### config.mk
export PLATFORM = sky130hd
export DESIGN_NAME = mat_mult_seq
export DESIGN_NICKNAME = d
export VERILOG_FILES = /design/src/rtl/mat_mult_seq.sv
export SDC_FILE = /design/constraint.sdc
export NUM_CORES = 1
export LEC_CHECK = 0
export ABC_AREA = 1
export BUFFER_PORTS_ARGS = -buffer_cell sky130_fd_sc_hd__buf_2
export CAP_MARGIN = 10
export CELL_PAD_IN_SITES_DETAIL_PLACEMENT = 0
export CELL_PAD_IN_SITES_GLOBAL_PLACEMENT = 2
export CORE_MARGIN = 2
export CORE_UTILIZATION = 38
export CTS_CLUSTER_SIZE = 10
export DETAILED_ROUTE_END_ITERATION = 12
export PLACE_DENSITY_LB_ADDON = 0.25
export SLEW_MARGIN = 15
export SYNTH_ARGS = -nofsm -noshare
export SYNTH_HDL_FRONTEND = slang
export SYNTH_SLANG_ARGS = --single-unit
### constraint.sdc
create_clock -name clk_80 -period 2.07 [get_ports clk_80]
set_input_delay 0 -clock clk_80 [delete_from_list [all_inputs] [get_ports clk_80]]
set_output_delay 0 -clock clk_80 [all_outputs]
set_load 0.05 [all_outputs]
### src/rtl/mat_mult_seq.sv
// mat_mult_seq: steps a 4x4 product C = A*B through an external 4-term
// dot-product datapath and streams each C[i][j] row-major with its indices.
module mat_mult_seq #(
  parameter int WIDTH_A_80 = 9,
  parameter int WIDTH_B_80 = 8,
  parameter int WIDTH_SUM  = 11,
  parameter int DP_LAT     = 1
) (
  input  logic                  clk_80,
  input  logic                  rst_80,
  input  logic                  ld_en_80,
  input  logic                  ld_sel_80,
  input  logic [3:0]            ld_addr_80,
  input  logic [((WIDTH_A_80 > WIDTH_B_80) ? WIDTH_A_80 : WIDTH_B_80)-1:0] ld_data_80,
  input  logic                  start_80,
  output logic                  busy_80,
  output logic                  done_80,
  output logic [WIDTH_A_80-1:0] op_a0_80,
  output logic [WIDTH_A_80-1:0] op_a1_80,
  output logic [WIDTH_A_80-1:0] op_a2_80,
  output logic [WIDTH_A_80-1:0] op_a3_80,
  output logic [WIDTH_B_80-1:0] op_b0_80,
  output logic [WIDTH_B_80-1:0] op_b1_80,
  output logic [WIDTH_B_80-1:0] op_b2_80,
  output logic [WIDTH_B_80-1:0] op_b3_80,
  input  logic [WIDTH_SUM-1:0]  dp_result_80,
  output logic                  res_valid_80,
  input  logic                  res_ready_80,
  output logic [WIDTH_SUM-1:0]  res_data_80,
  output logic [1:0]            res_row_80,
  output logic [1:0]            res_col_80
);

  typedef enum logic [1:0] {
    S_IDLE,
    S_ISSUE,
    S_OUT,
    S_DONE
  } state_t;

  localparam logic [2:0] LAT_MAX = 3'(DP_LAT);

  state_t state;
  logic [3:0] idx;
  logic [2:0] lat_cnt;

  logic [WIDTH_A_80-1:0] a_bank [16];
  logic [WIDTH_B_80-1:0] b_bank [16];

  logic [WIDTH_A_80-1:0] op_a  [4];
  logic [WIDTH_B_80-1:0] op_b  [4];
  logic [WIDTH_A_80-1:0] nxt_a [4];
  logic [WIDTH_B_80-1:0] nxt_b [4];

  logic [3:0] nxt_idx;
  logic       ld_ok;

  assign ld_ok   = ld_en_80 && !busy_80 && !start_80;
  assign nxt_idx = (state == S_IDLE) ? 4'd0 : idx + 4'd1;

  // Operand gather for the element about to be issued
  always_comb begin
    for (int k = 0; k < 4; k++) begin
      nxt_a[k] = a_bank[{nxt_idx[3:2], 2'(k)}];
      nxt_b[k] = b_bank[{2'(k), nxt_idx[1:0]}];
    end
  end

  always_ff @(posedge clk_80) begin
    if (rst_80) begin
      for (int n = 0; n < 16; n++) begin
        a_bank[n] <= '0;
        b_bank[n] <= '0;
      end
    end else if (ld_ok) begin
      if (ld_sel_80)
        b_bank[ld_addr_80] <= ld_data_80[WIDTH_B_80-1:0];
      else
        a_bank[ld_addr_80] <= ld_data_80[WIDTH_A_80-1:0];
    end
  end

  always_ff @(posedge clk_80) begin
    if (rst_80) begin
      state        <= S_IDLE;
      idx          <= '0;
      lat_cnt      <= '0;
      busy_80      <= 1'b0;
      done_80      <= 1'b0;
      res_valid_80 <= 1'b0;
      res_data_80  <= '0;
      res_row_80   <= '0;
      res_col_80   <= '0;
      for (int k = 0; k < 4; k++) begin
        op_a[k] <= '0;
        op_b[k] <= '0;
      end
    end else begin
      done_80 <= 1'b0;
      unique case (state)
        S_IDLE: begin
          if (start_80) begin
            idx        <= nxt_idx;
            op_a       <= nxt_a;
            op_b       <= nxt_b;
            res_row_80 <= nxt_idx[3:2];
            res_col_80 <= nxt_idx[1:0];
            lat_cnt    <= '0;
            busy_80    <= 1'b1;
            state      <= S_ISSUE;
          end
        end
        S_ISSUE: begin
          if (lat_cnt == LAT_MAX) begin
            res_data_80  <= dp_result_80;
            res_valid_80 <= 1'b1;
            state        <= S_OUT;
          end else begin
            lat_cnt <= lat_cnt + 3'd1;
          end
        end
        S_OUT: begin
          if (res_ready_80) begin
            res_valid_80 <= 1'b0;
            if (idx == 4'd15) begin
              busy_80 <= 1'b0;
              done_80 <= 1'b1;
              state   <= S_DONE;
            end else begin
              idx        <= nxt_idx;
              op_a       <= nxt_a;
              op_b       <= nxt_b;
              res_row_80 <= nxt_idx[3:2];
              res_col_80 <= nxt_idx[1:0];
              lat_cnt    <= '0;
              state      <= S_ISSUE;
            end
          end
        end
        S_DONE: begin
          state <= S_IDLE;
        end
        default: begin
          state <= S_IDLE;
        end
      endcase
    end
  end

  assign op_a0_80 = op_a[0];
  assign op_a1_80 = op_a[1];
  assign op_a2_80 = op_a[2];
  assign op_a3_80 = op_a[3];
  assign op_b0_80 = op_b[0];
  assign op_b1_80 = op_b[1];
  assign op_b2_80 = op_b[2];
  assign op_b3_80 = op_b[3];

endmodule
== Yosys cells after proc, flatten, opt, wreduce, memory -nomap -nowiden ==
Memory sizes are Yosys's and may differ from the RTL's.
Index checks and enable logic that the tools add are counted.

* Output and inout port bits: 86
* Input port bits: 30
* Bits in writable memories: 272
* Register bits: 95
* Memories kept: 2
* Word-level logic and storage cells: 106

{| class="wikitable"
|+ Memory list
! memory !! depth !! width !! read ports !! clocked after Yosys merged registers in !! write ports !! line !! source
|-
| a_bank || 16 || 9 || 4 || 0 || 16 || 47 || <nowiki>logic [WIDTH_A_80-1:0] a_bank [16];</nowiki>
|-
| b_bank || 16 || 8 || 4 || 0 || 16 || 48 || <nowiki>logic [WIDTH_B_80-1:0] b_bank [16];</nowiki>
|}

* Eq/ne operators: 11
* Reduce and logical (&&, ||, !) cells: 17
* Bitwise logic cells: 2
* Add/sub/neg operators: 2
* Mux-type cells: 55

{| class="wikitable"
|+ Operators with widths
! kind !! number
|-
| $mux 36 || 3
|-
| $mux 32 || 3
|-
| $pmux 36 s2 || 1
|-
| $pmux 32 s2 || 1
|-
| $mux 4 || 6
|-
| $mux 2 || 10
|-
| $mux 1 || 18
|-
| $mux 3 || 4
|-
| $ne 2x2->1 const B || 6
|-
| $mux 9 || 1
|-
| $pmux 3 s3 || 1
|-
| $reduce_or 9->1 || 1
|-
| $mux 8 || 1
|-
| $pmux 2 s2 || 2
|-
| $pmux 2 s4 || 1
|-
| $pmux 4 s2 || 1
|-
| $reduce_and 4->1 || 2
|-
| $reduce_or 8->1 || 1
|-
| $reduce_and 3->1 || 2
|-
| $reduce_and 5->1 || 1
|-
| $add 4x1->4 const B || 1
|-
| $eq 2x2->1 const B || 2
|-
| $eq 4x4->1 const B || 1
|-
| $pmux 1 s2 || 2
|-
| 11 further kinds || 15
|}

== Logic depth before layout (Yosys ltp) ==
Gate-level depths: netlist (run 1).

* Depth in word-level cells: 8
* Mapped depth: 10

== Worst setup path after synthesis (run 1) ==
Ideal clock, no wire load.

* Path type: register to register
* Start point: register busy_80
* End point: memory b_bank[8][0], enable pin
* Buffers on the path: 2
* Clock period less this slack: 2.048 ns
* Arrival time: 1.719 ns
* Setup slack: 0.022 ns
* Data required time: 1.741 ns
* Stages on the path, launching flop included: 7
* Path through: dfxtp_1 -> nand3b_1 -> nor3b_1 -> buf_2 -> buf_2 -> nand3_1 -> nand2_1

{| class="wikitable"
|+ RTL lines
! what !! line !! source
|-
| start: declaration || 16 || <nowiki>output logic busy_80,</nowiki>
|-
| start signal: assignment || 88 || <nowiki>busy_80 <= 1'b0;</nowiki>
|-
| start signal: assignment || 109 || <nowiki>busy_80 <= 1'b1;</nowiki>
|-
| start signal: assignment || 126 || <nowiki>busy_80 <= 1'b0;</nowiki>
|-
| end: declaration || 48 ||
|}

==> impl_metrics.py, run 1 <==
metrics = {
    "outcome": {
        "status": "finished, final reports clean",
    },
    "worst_hold_path": {
        "min_from": "ld_data_80[7]",
        "holdPathStages": 4,
        "min_to": "b_bank[0][7]",
        "hold_class": "input port to flop",
    },
    "synthesis": {
        "yosysSeqAreaShare_pct": 64.1,
        "synth_mux_area_share_pct": 0,
        "ys_types": 27,
        "synth_edf_count": 272,
        "synth_compound_area_share_pct": 3.80,
        "synth_seq_cells": 363,
        "syn_area_sq_um": 15600,
        "synth_top_area_share_pct": 52.4,
        "netlist_top_cells_count": "nor2_1, nand2_1, edfxtp_1",
        "yosys.area.top_type": "edfxtp_1",
        "synthFlopType": "edfxtp_1",
        "synth_most_common_cell": "nor2_1",
        "synthSimpleGateAreaFrac_pct": 26.5,
        "avgSynthCellArea_sq_um": 9.30,
        "syn_inst": 1676,
        "synth_xor_area_share_pct": 0,
        "synth-adder-area-share_pct": 0.241,
        "async_flop_share_pct": 0,
        "synth_area_leaders": "edfxtp_1, dfxtp_1, nor2_1, nand3_1, nand2_1",
        "synth_nets": 1709,
        "synth_top_family_by_area": "simple AND/OR/NAND/NOR gates",
        "ys_warn_count": 0,
    },
    "global_routing": {
        "grt_pass1_wl_microns": 67000,
        "grt_pass1_vias": 11622,
        "antenna_found_initial": 0,
        "overflow": 0,
        "grt_use_total_pct": 20.7,
        "grt_max_degree": 74,
    },
    "pwr": {
        "p_total_w": 0.0185,
        "power.leakage_nw": 8.05,
        "peakVddDrop_mv": 0.563,
        "pwr_density_cell_nw_per_um2": 995,
    },
    "detailed_routing": {
        "wl_per_cell_microns": 18.2,
        "drcViolationCount": 0,
        "finalWirelength_microns": 43400,
        "viasPerCell": 4.99,
        "via_count": 11899,
        "drt_first_pass_iters": 7,
        "drt_iter0_drc": 732,
        "ant_nets": 0,
    },
    "finish": {
        "syn_to_final_growth_pct": 19.5,
        "multi_input_area_sq_um": 4770,
        "stdcell_area_sq_um": 18600,
        "regArea_sq_um": 9990,
        "finalNetCount": 1855,
        "antenna_cells": 0,
        "drive_above_1_share_pct": 14.5,
        "nFillCells": 3942,
    },
    "sta": {
        "setup_viol": 0,
        "period_share_pct": 88.0,
        "fin_skew_ps": 11.9,
        "fin_ws_ps": 247,
        "tightest_slew_ps": 704,
        "relSlewSlack_pct": 53.0,
        "setup_tns_ps": 0,
        "slew_viol_final": 0,
        "fmax_mhz": 549,
        "period_needed_ps": 1820,
        "hold_viol_final": 0,
        "rsz0062_at_grt": "false",
    },
    "clock_network": {
        "cts_made_buffers": 44,
        "htreeDepth": 2,
        "clk_latency_ps": 560,
        "cts_hold_buf": 16,
        "cts_resized": 0,
        "clkTransAtPathRegs_ps": 50,
        "root_buffer": "clkbuf_16",
        "cts_tree": "built",
        "cts_setup_buffers": 0,
        "clock_path_buffers": 3,
        "clock-sinks": 363,
    },
    "worst_setup_path": {
        "required_ps": 2270,
        "worstSetupPathType": "flop to flop",
        "worst_setup_path_start_kind": "flop",
        "r2r_cells": 5,
        "regToRegEndpoint": "b_bank[9][3]",
        "crit_fanout": 16,
        "arrival_ps": 2020,
        "startpoint": "busy_80",
        "end_kind": "flop",
        "reg2reg_slack_ps": 250,
        "reg2reg_from": "busy_80",
    },
    "floorplanning": {
        "start_util_pct": 38.4,
        "placementRows": 74,
        "die_width_microns": 207,
        "pin_count": 116,
        "dieHeight_microns": 207,
        "die_area_sq_um": 42700,
        "core_area_sq_um": 40600,
    },
    "flow_run": {
        "max_cap_violations": 0,
    },
    "place": {
        "portBuffers": 115,
        "dp_hpwl_microns": 25300,
        "placedInstanceArea_sq_um": 17200,
        "pre_cts_slack_ps": 243,
        "routabilityCongestion": 0.744,
    },
}
registers in the layout (all words and copies together) (netlist names), 9 cells and up:
register / flops
a_bank: 144
b_bank: 128
res_data_80: 11
op_a0_80: 9
op_a1_80: 9
op_a2_80: 9
op_a3_80: 9
cell usage in the layout (no fill, tap or decap), drive strengths merged, types with 4 or more instances in the layout:
| cell | synthesis | layout |
|---|---|---|
| a21oi | 5 | 5 |
| buf | 43 | 191 |
| clkbuf | 64 | 74 |
| clkinv | 0 | 4 |
| dfxtp | 91 | 91 |
| dlygate4sd3 | 0 | 16 |
| edfxtp | 272 | 272 |
| inv | 104 | 104 |
| nand2 | 316 | 316 |
| nand3 | 244 | 244 |
| nor2 | 378 | 378 |
| nor3 | 37 | 37 |
| o21ai | 112 | 112 |
per-stage QoR:
stage | std cells | utilization [%] | hold WS [ps]
2_1_floorplan | 1676 | - | 149
3_3_place_gp | 2292 | 42.3 | 252
3_5_place_dp | 2292 | 42.3 | 258
4_1_cts | 2386 | 45.8 | 46.5
5_1_grt | 2386 | 45.8 | 78.4
6_report | 2386 | 45.8 | 73.9
logic make-up (layout without fill, tap and decap cells):
kind of cell | after synthesis | count (layout)
AND/OR/NAND/NOR | 981 | 981
flip-flops | 363 | 363
buffers and inverters | 211 | 389
AO/OA/AOI/OAI | 118 | 118
adder cells (fa/ha/maj) | 3 | 3
worst max-delay path by stage:
stage / cells after the start / to
2_1_floorplan: 6 / b_bank[8][0]
3_3_place_gp: 5 / b_bank[9][5]
4_1_cts: 5 / a_bank[3][4]
5_1_grt: 8 / res_row_80[0]
6_report: 5 / b_bank[9][3]
3_5_place_dp: 5 / a_bank[3][6]
critical path, cell delays in order (launching register included):
cell and delay (ps):
dfxtp_1 310, nand3b_1 200, nor3b_2 300, buf_12 190, nand3_1 100, nand2_1 360
where the power goes:
| part | internal, W | switching, W | leakage (nW) |
|---|---|---|---|
| combinational | 0.000743 | 0.00229 | 3.86 |
| sequential | 0.00825 | 0.000210 | 3.56 |
| clock | 0.00415 | 0.00290 | 0.624 |
routing by layer:
metal,share of wire [%],vias up,track usage [%]
met2,46,241,32.9
met4,1.9,0,5.84
met1,47,5745,29.4
li1,-,5858,-
met5,0,-,0
met3,5.0,55,3.20
area by class of cell:
type / instances / area share [%]
clock inverter: 4 / 0.0940
timing repair buffer: 207 / 8.15
clock buffer: 74 / 6.84
tap: 532 / 3.57
sequential: 363 / 53.6
inverter: 104 / 2.11
multi-input combinational: 1102 / 25.6
Power figures use the tool's default switching activity.
==> run 2, diff against run 1 <==
- CORE_UTILIZATION: 38 -> 34
- clock period: 2.07 -> 1.6 ns (I/O delays scaled with it)
==> impl_metrics.py, run 2 (synthesis gave the netlist of run 1 again) <==
metrics = {
    "sta": {
        "hold_viol_final": 0,
        "rsz0062_at_grt": "true",
        "fin_ws_ps": -55.9,
        "slew_viol_final": 0,
        "fmax_mhz": 604,
        "fin_skew_ps": 29.9,
        "period_share_pct": 103,
        "tightest_slew_ps": 466,
        "relSlewSlack_pct": 68.8,
        "period_needed_ps": 1660,
        "setup_viol": 178,
    },
    "worst_setup_path": {
        "crit_buf_inv": 1,
        "worst_setup_path_start_kind": "flop",
        "path_cells": "nand3b_1 > nor3b_2 > buf_12 > nand3_2 > nand2_4",
        "arrival_ps": 1940,
        "end_kind": "flop",
        "reg2reg_slack_ps": -60,
        "cp_slowest_stage_delay_ps": 340,
        "crit_family": "simple AND/OR/NAND/NOR gates",
        "crit_fanout": 16,
        "crit_slowest_cell": "dfxtp_4",
        "required_ps": 1890,
        "worstSetupPathType": "flop to flop",
    },
    "clock_network": {
        "clock-sinks": 363,
        "cts_tree": "built",
        "cts_made_buffers": 43,
        "clk_latency_ps": 590,
        "htreeDepth": 2,
        "root_buffer": "clkbuf_16",
        "clock_path_buffers": 3,
        "clkTransAtPathRegs_ps": 50,
    },
    "floorplanning": {
        "placementRows": 78,
        "pin_count": 116,
        "start_util_pct": 34.4,
        "core_area_sq_um": 45300,
        "die_width_microns": 218,
        "dieHeight_microns": 218,
        "die_area_sq_um": 47600,
    },
    "detailed_routing": {
        "wl_per_cell_microns": 19.2,
        "drcViolationCount": 0,
        "finalWirelength_microns": 49000,
        "viasPerCell": 4.91,
        "drt_iter0_drc": 764,
        "via_count": 12504,
        "ant_nets": 0,
        "drt_first_pass_iters": 5,
    },
    "finish": {
        "final_cell_mix": "nor2_1, edfxtp_1, nand2_1",
        "largest_reg_flops": 144,
        "final_cells": 2547,
        "final_common_cell": "nor2_1",
        "finalNetCount": 1946,
        "drive_above_1_share_pct": 22.2,
        "antenna_cells": 0,
        "syn_to_final_growth_pct": 31.5,
        "top_regs": "a_bank (144), b_bank (128), res_data_80 (11)",
        "top_register": "a_bank",
    },
    "global_routing": {
        "grt_pass1_vias": 12217,
        "overflow": 0,
        "grt_max_degree": 35,
        "antenna_found_initial": 2,
        "grt_pass1_wl_microns": 71300,
        "grt_use_total_pct": 19.7,
    },
    "pwr": {
        "switching_share_pct": 29.7,
        "internal-power_w": 0.0178,
        "pwr-share-seq_pct": 43.2,
        "power_frac_comb_pct": 20.0,
        "p_total_w": 0.0253,
        "peakVddDrop_mv": 0.735,
        "pwr_density_cell_nw_per_um2": 1230,
        "p_sw_w": 0.00750,
        "power.leakage_nw": 8.75,
        "clkPwrFrac_pct": 36.8,
    },
    "place": {
        "portBuffers": 115,
        "dpl.cell_count": 2418,
        "routabilityCongestion": 0.768,
        "dp_hpwl_microns": 29100,
    },
    "worst_hold_path": {
        "hold_class": "input port to flop",
    },
    "outcome": {
        "status": "finished, violations left",
        "violations": "negative setup slack",
    },
    "flow_run": {
        "max_cap_violations": 0,
    },
}
-- run 2: cell types whose count changed in the layout (fill, tap and decap cells not counted), moves of 10 or more --
cell,change
nand2_2,+11
nand3_1,-18
o21ai_1,+10
buf_6,+13
buf_12,+16
o21ai_0,-12
clkbuf_16,+10
nand3_4,+10
buf_4,+41
nand2_1,-41
nand2_4,+28
-- run 2: layer usage --
| metal | vias to the layer above | track usage, % | routed length, microns |
|---|---|---|---|
| met1 | 6119 | 26.1 | 22200 |
| met4 | 4 | 5.35 | 979 |
| met5 | - | 0 | 27 |
| li1 | 6055 | - | - |
| met3 | 63 | 3.60 | 2250 |
| met2 | 263 | 33.1 | 23500 |
-- run 2: final cells by class --
class,instances,area (sq um)
Inverter,104,404
Clock inverter,4,58.8
Clock buffer,75,1260
Fill cell,4429,24800
Sequential cell,363,10000
Tap cell,600,751
Timing Repair Buffer,298,2750
Multi-Input combinational cell,1103,5280
-- run 2: path summary, 6_finish.rpt --
path	end	startpoint	cells past startpoint
min	b_bank[7][0]	ld_addr_80[2]	5
min reg2reg	res_valid_80	res_valid_80	2
max reg2reg	b_bank[9][3]	busy_80	5
max	b_bank[9][3]	busy_80	5
-- run 2: power by group through the flow --
stage,Combinational (W),Clock (W),Sequential [W]
final,0.00506,0.00930,0.0109
after global routing,0.00541,0.00991,0.0110
after CTS,0.00458,0.00952,0.0109
after detailed placement,0.00434,0,0.0111
after global placement,0.00433,0,0.0111
after floorplan,0.00169,0,0.0121
-- run 2: tightest hold or removal path, stage by stage --
cell and delay (ps):
buf_2 130, nand2_1 90, nor2_1 70, nand2_2 90, nand2_4 100
-- run 2: timing repair --
action	4_1_cts	5_1_grt
gates cloned	4	13
gates resized for setup	29	54
pin swaps	4	12
endpoints found under the hold margin	285	0
hold buffers	23	0
setup buffers	4	7
endpoints found under the setup margin	300	566
-- run 2: stage by stage --
step                hold WS (ps)  instance area (sq um)  TNS (ps)  setup slack, ps  utilization, %
global route                 123                  20500    -42780             -181            45.3
CTS                         60.3                  20000     -5230            -65.2            44.2
floorplan                    139                  15900    -22800             -131               -
global placement             253                  18200     -3670            -53.6            40.2
detailed placement           264                  18200     -4520            -81.1            40.2
finish                      91.0                  20500     -3740            -55.9            45.3
==> run 3, diff against run 2 <==
- CAP_MARGIN: 10 -> 20
- CORE_UTILIZATION: 34 -> 41
- clock period: 1.6 -> 2.1 ns (I/O delays scaled with it)
==> impl_metrics.py, run 3 (synthesis gave the netlist of run 1 again) <==
metrics = {
    "outcome": {
        "status": "finished, final reports clean",
    },
    "clock_network": {
        "cts_tree": "built",
        "clock_path_buffers": 3,
        "clkTransAtPathRegs_ps": 60,
        "root_buffer": "clkbuf_16",
        "cts_setup_buffers": 0,
        "cts_made_buffers": 43,
        "clock-sinks": 363,
        "clk_latency_ps": 550,
        "htreeDepth": 2,
    },
    "worst_hold_path": {
        "min_from": "ld_data_80[7]",
        "hold_class": "input port to flop",
        "holdPathStages": 4,
        "min_to": "b_bank[1][7]",
    },
    "finish": {
        "nFillCells": 3548,
        "top_regs": "a_bank (144), b_bank (128), res_data_80 (11)",
        "regArea_sq_um": 9990,
        "largest_reg_flops": 144,
        "syn_to_final_growth_pct": 19.5,
        "antenna_cells": 0,
        "drive_above_1_share_pct": 14.4,
        "final_common_cell": "nor2_1",
        "top_register": "a_bank",
        "final_cells": 2367,
        "final_cell_mix": "nor2_1, nand2_1, edfxtp_1",
        "multi_input_area_sq_um": 4780,
        "finalNetCount": 1856,
    },
    "worst_setup_path": {
        "crit_family": "simple AND/OR/NAND/NOR gates",
        "crit_fanout": 26,
        "worstSetupPathType": "flop to flop",
        "reg2reg_slack_ps": 230,
        "regToRegEndpoint": "op_a3_80[4]",
        "crit_buf_inv": 2,
        "path_cells": "ha_1 > inv_1 > nand2_1 > nand3_2 > buf_12 > nand2_1 > nand3_1 > nand3_1 > nand2_1",
        "crit_top_cell": "nand2_1",
        "cp_slowest_stage_delay_ps": 380,
        "r2r_cells": 9,
        "arrival_ps": 2290,
        "reg2reg_from": "idx[1]",
        "required_ps": 2530,
        "end_kind": "flop",
        "crit_slowest_cell": "dfxtp_1",
        "worst_setup_path_start_kind": "flop",
    },
    "detailed_routing": {
        "ant_nets": 0,
        "drt_iter0_drc": 955,
        "viasPerCell": 5.06,
        "via_count": 11988,
        "drcViolationCount": 0,
        "finalWirelength_microns": 42800,
        "wl_per_cell_microns": 18.1,
        "drt_first_pass_iters": 5,
    },
    "sta": {
        "setup_viol": 0,
        "period_needed_ps": 1870,
        "relSlewSlack_pct": 45.8,
        "period_share_pct": 88.9,
        "tightest_slew_ps": 813,
        "hold_viol_final": 0,
        "fmax_mhz": 536,
        "fin_skew_ps": 15.8,
        "fin_ws_ps": 233,
        "rsz0062_at_grt": "false",
        "slew_viol_final": 0,
        "setup_tns_ps": 0,
    },
    "pwr": {
        "power_frac_comb_pct": 16.2,
        "peakVddDrop_mv": 0.647,
        "pwr_density_cell_nw_per_um2": 984,
        "switching_share_pct": 28.8,
        "power.leakage_nw": 8.06,
        "clkPwrFrac_pct": 38.2,
        "p_sw_w": 0.00528,
        "pwr-share-seq_pct": 45.5,
        "internal-power_w": 0.0130,
    },
    "global_routing": {
        "grt_pass1_wl_microns": 67100,
        "overflow": 0,
        "grt_max_degree": 73,
        "antenna_found_initial": 1,
        "grt_pass1_vias": 11765,
        "grt_use_total_pct": 22.2,
    },
    "place": {
        "pre_cts_slack_ps": 212,
        "dp_hpwl_microns": 26200,
        "portBuffers": 115,
        "routabilityCongestion": 0.800,
        "dpl.cell_count": 2273,
    },
    "floorplanning": {
        "core_area_sq_um": 37600,
        "die_width_microns": 199,
        "start_util_pct": 41.5,
        "placementRows": 71,
        "dieHeight_microns": 199,
        "pin_count": 116,
        "die_area_sq_um": 39600,
    },
    "flow_run": {
        "max_cap_violations": 0,
    },
}
-- run 3: cell types whose count changed in the layout (fill, tap and decap cells not counted), sizes merged, moves of 2 or more --
| cell | before | now |
|---|---|---|
| dlygate4sd3 | 23 | 16 |
| clkinv | 2 | 0 |
| clkbuf | 86 | 77 |
| buf | 263 | 193 |
-- run 3: worst max-delay path by stage --
stage | cells past startpoint | start | to | slack [ps]
6_report | 9 | idx[1] | op_a3_80[4] | 230
2_1_floorplan | 6 | busy_80 | b_bank[8][0] | 50
4_1_cts | 8 | idx[1] | op_b2_80[6] | 160
5_1_grt | 9 | res_col_80[0] | op_a3_80[6] | 50
3_5_place_dp | 8 | idx[1] | op_b2_80[5] | 210
3_3_place_gp | 8 | res_col_80[0] | op_b2_80[6] | 250
-- run 3: cell type report --
cell class	count	share of cell area, %
Sequential cell	363	53.6
Inverter	104	2.11
Clock buffer	77	6.86
Clock inverter	1	0.161
Multi-Input combinational cell	1102	25.7
Timing Repair Buffer	209	8.17
Tap cell	511	3.43
-- run 3: power by group through the flow --
| stage | Combinational [W] | Sequential, W | Clock [W] |
|---|---|---|---|
| after floorplan | 0.00124 | 0.00924 | 0 |
| after global placement | 0.00295 | 0.00849 | 0 |
| after detailed placement | 0.00297 | 0.00849 | 0 |
| after CTS | 0.00301 | 0.00835 | 0.00715 |
| after global routing | 0.00324 | 0.00839 | 0.00742 |
| final | 0.00298 | 0.00835 | 0.00700 |
-- run 3: routing by layer --
| layer | GRT usage [%] | routed length (microns) | vias to the layer above |
|---|---|---|---|
| met5 | 0 | 0 | - |
| met4 | 4.75 | 713 | 0 |
| met3 | 3.58 | 2420 | 60 |
| met2 | 37.0 | 20000 | 326 |
| met1 | 30.6 | 19600 | 5746 |
| li1 | - | - | 5856 |
-- run 3: what timing repair did --
action	4_1_cts	5_1_grt
gates resized for setup	0	1
hold endpoints to repair	17	0
hold buffers	16	0
setup endpoints to repair	0	5
-- run 3: per-stage QoR --
| step | instance area, sq um | util [%] | hold slack [ps] | power, W |
|---|---|---|---|---|
| 2_1_floorplan | 15600 | - | 149 | 0.0105 |
| 3_3_place_gp | 17200 | 45.7 | 255 | 0.0114 |
| 3_5_place_dp | 17200 | 45.7 | 262 | 0.0115 |
| 4_1_cts | 18600 | 49.6 | 87.7 | 0.0185 |
| 5_1_grt | 18600 | 49.6 | 108 | 0.0191 |
| 6_report | 18600 | 49.6 | 99.1 | 0.0183 |
-- run 3: worst min-delay path: stages --
cell	delay [ps]
buf_2	70
inv_1	30
buf_4	260
nor2_1	150
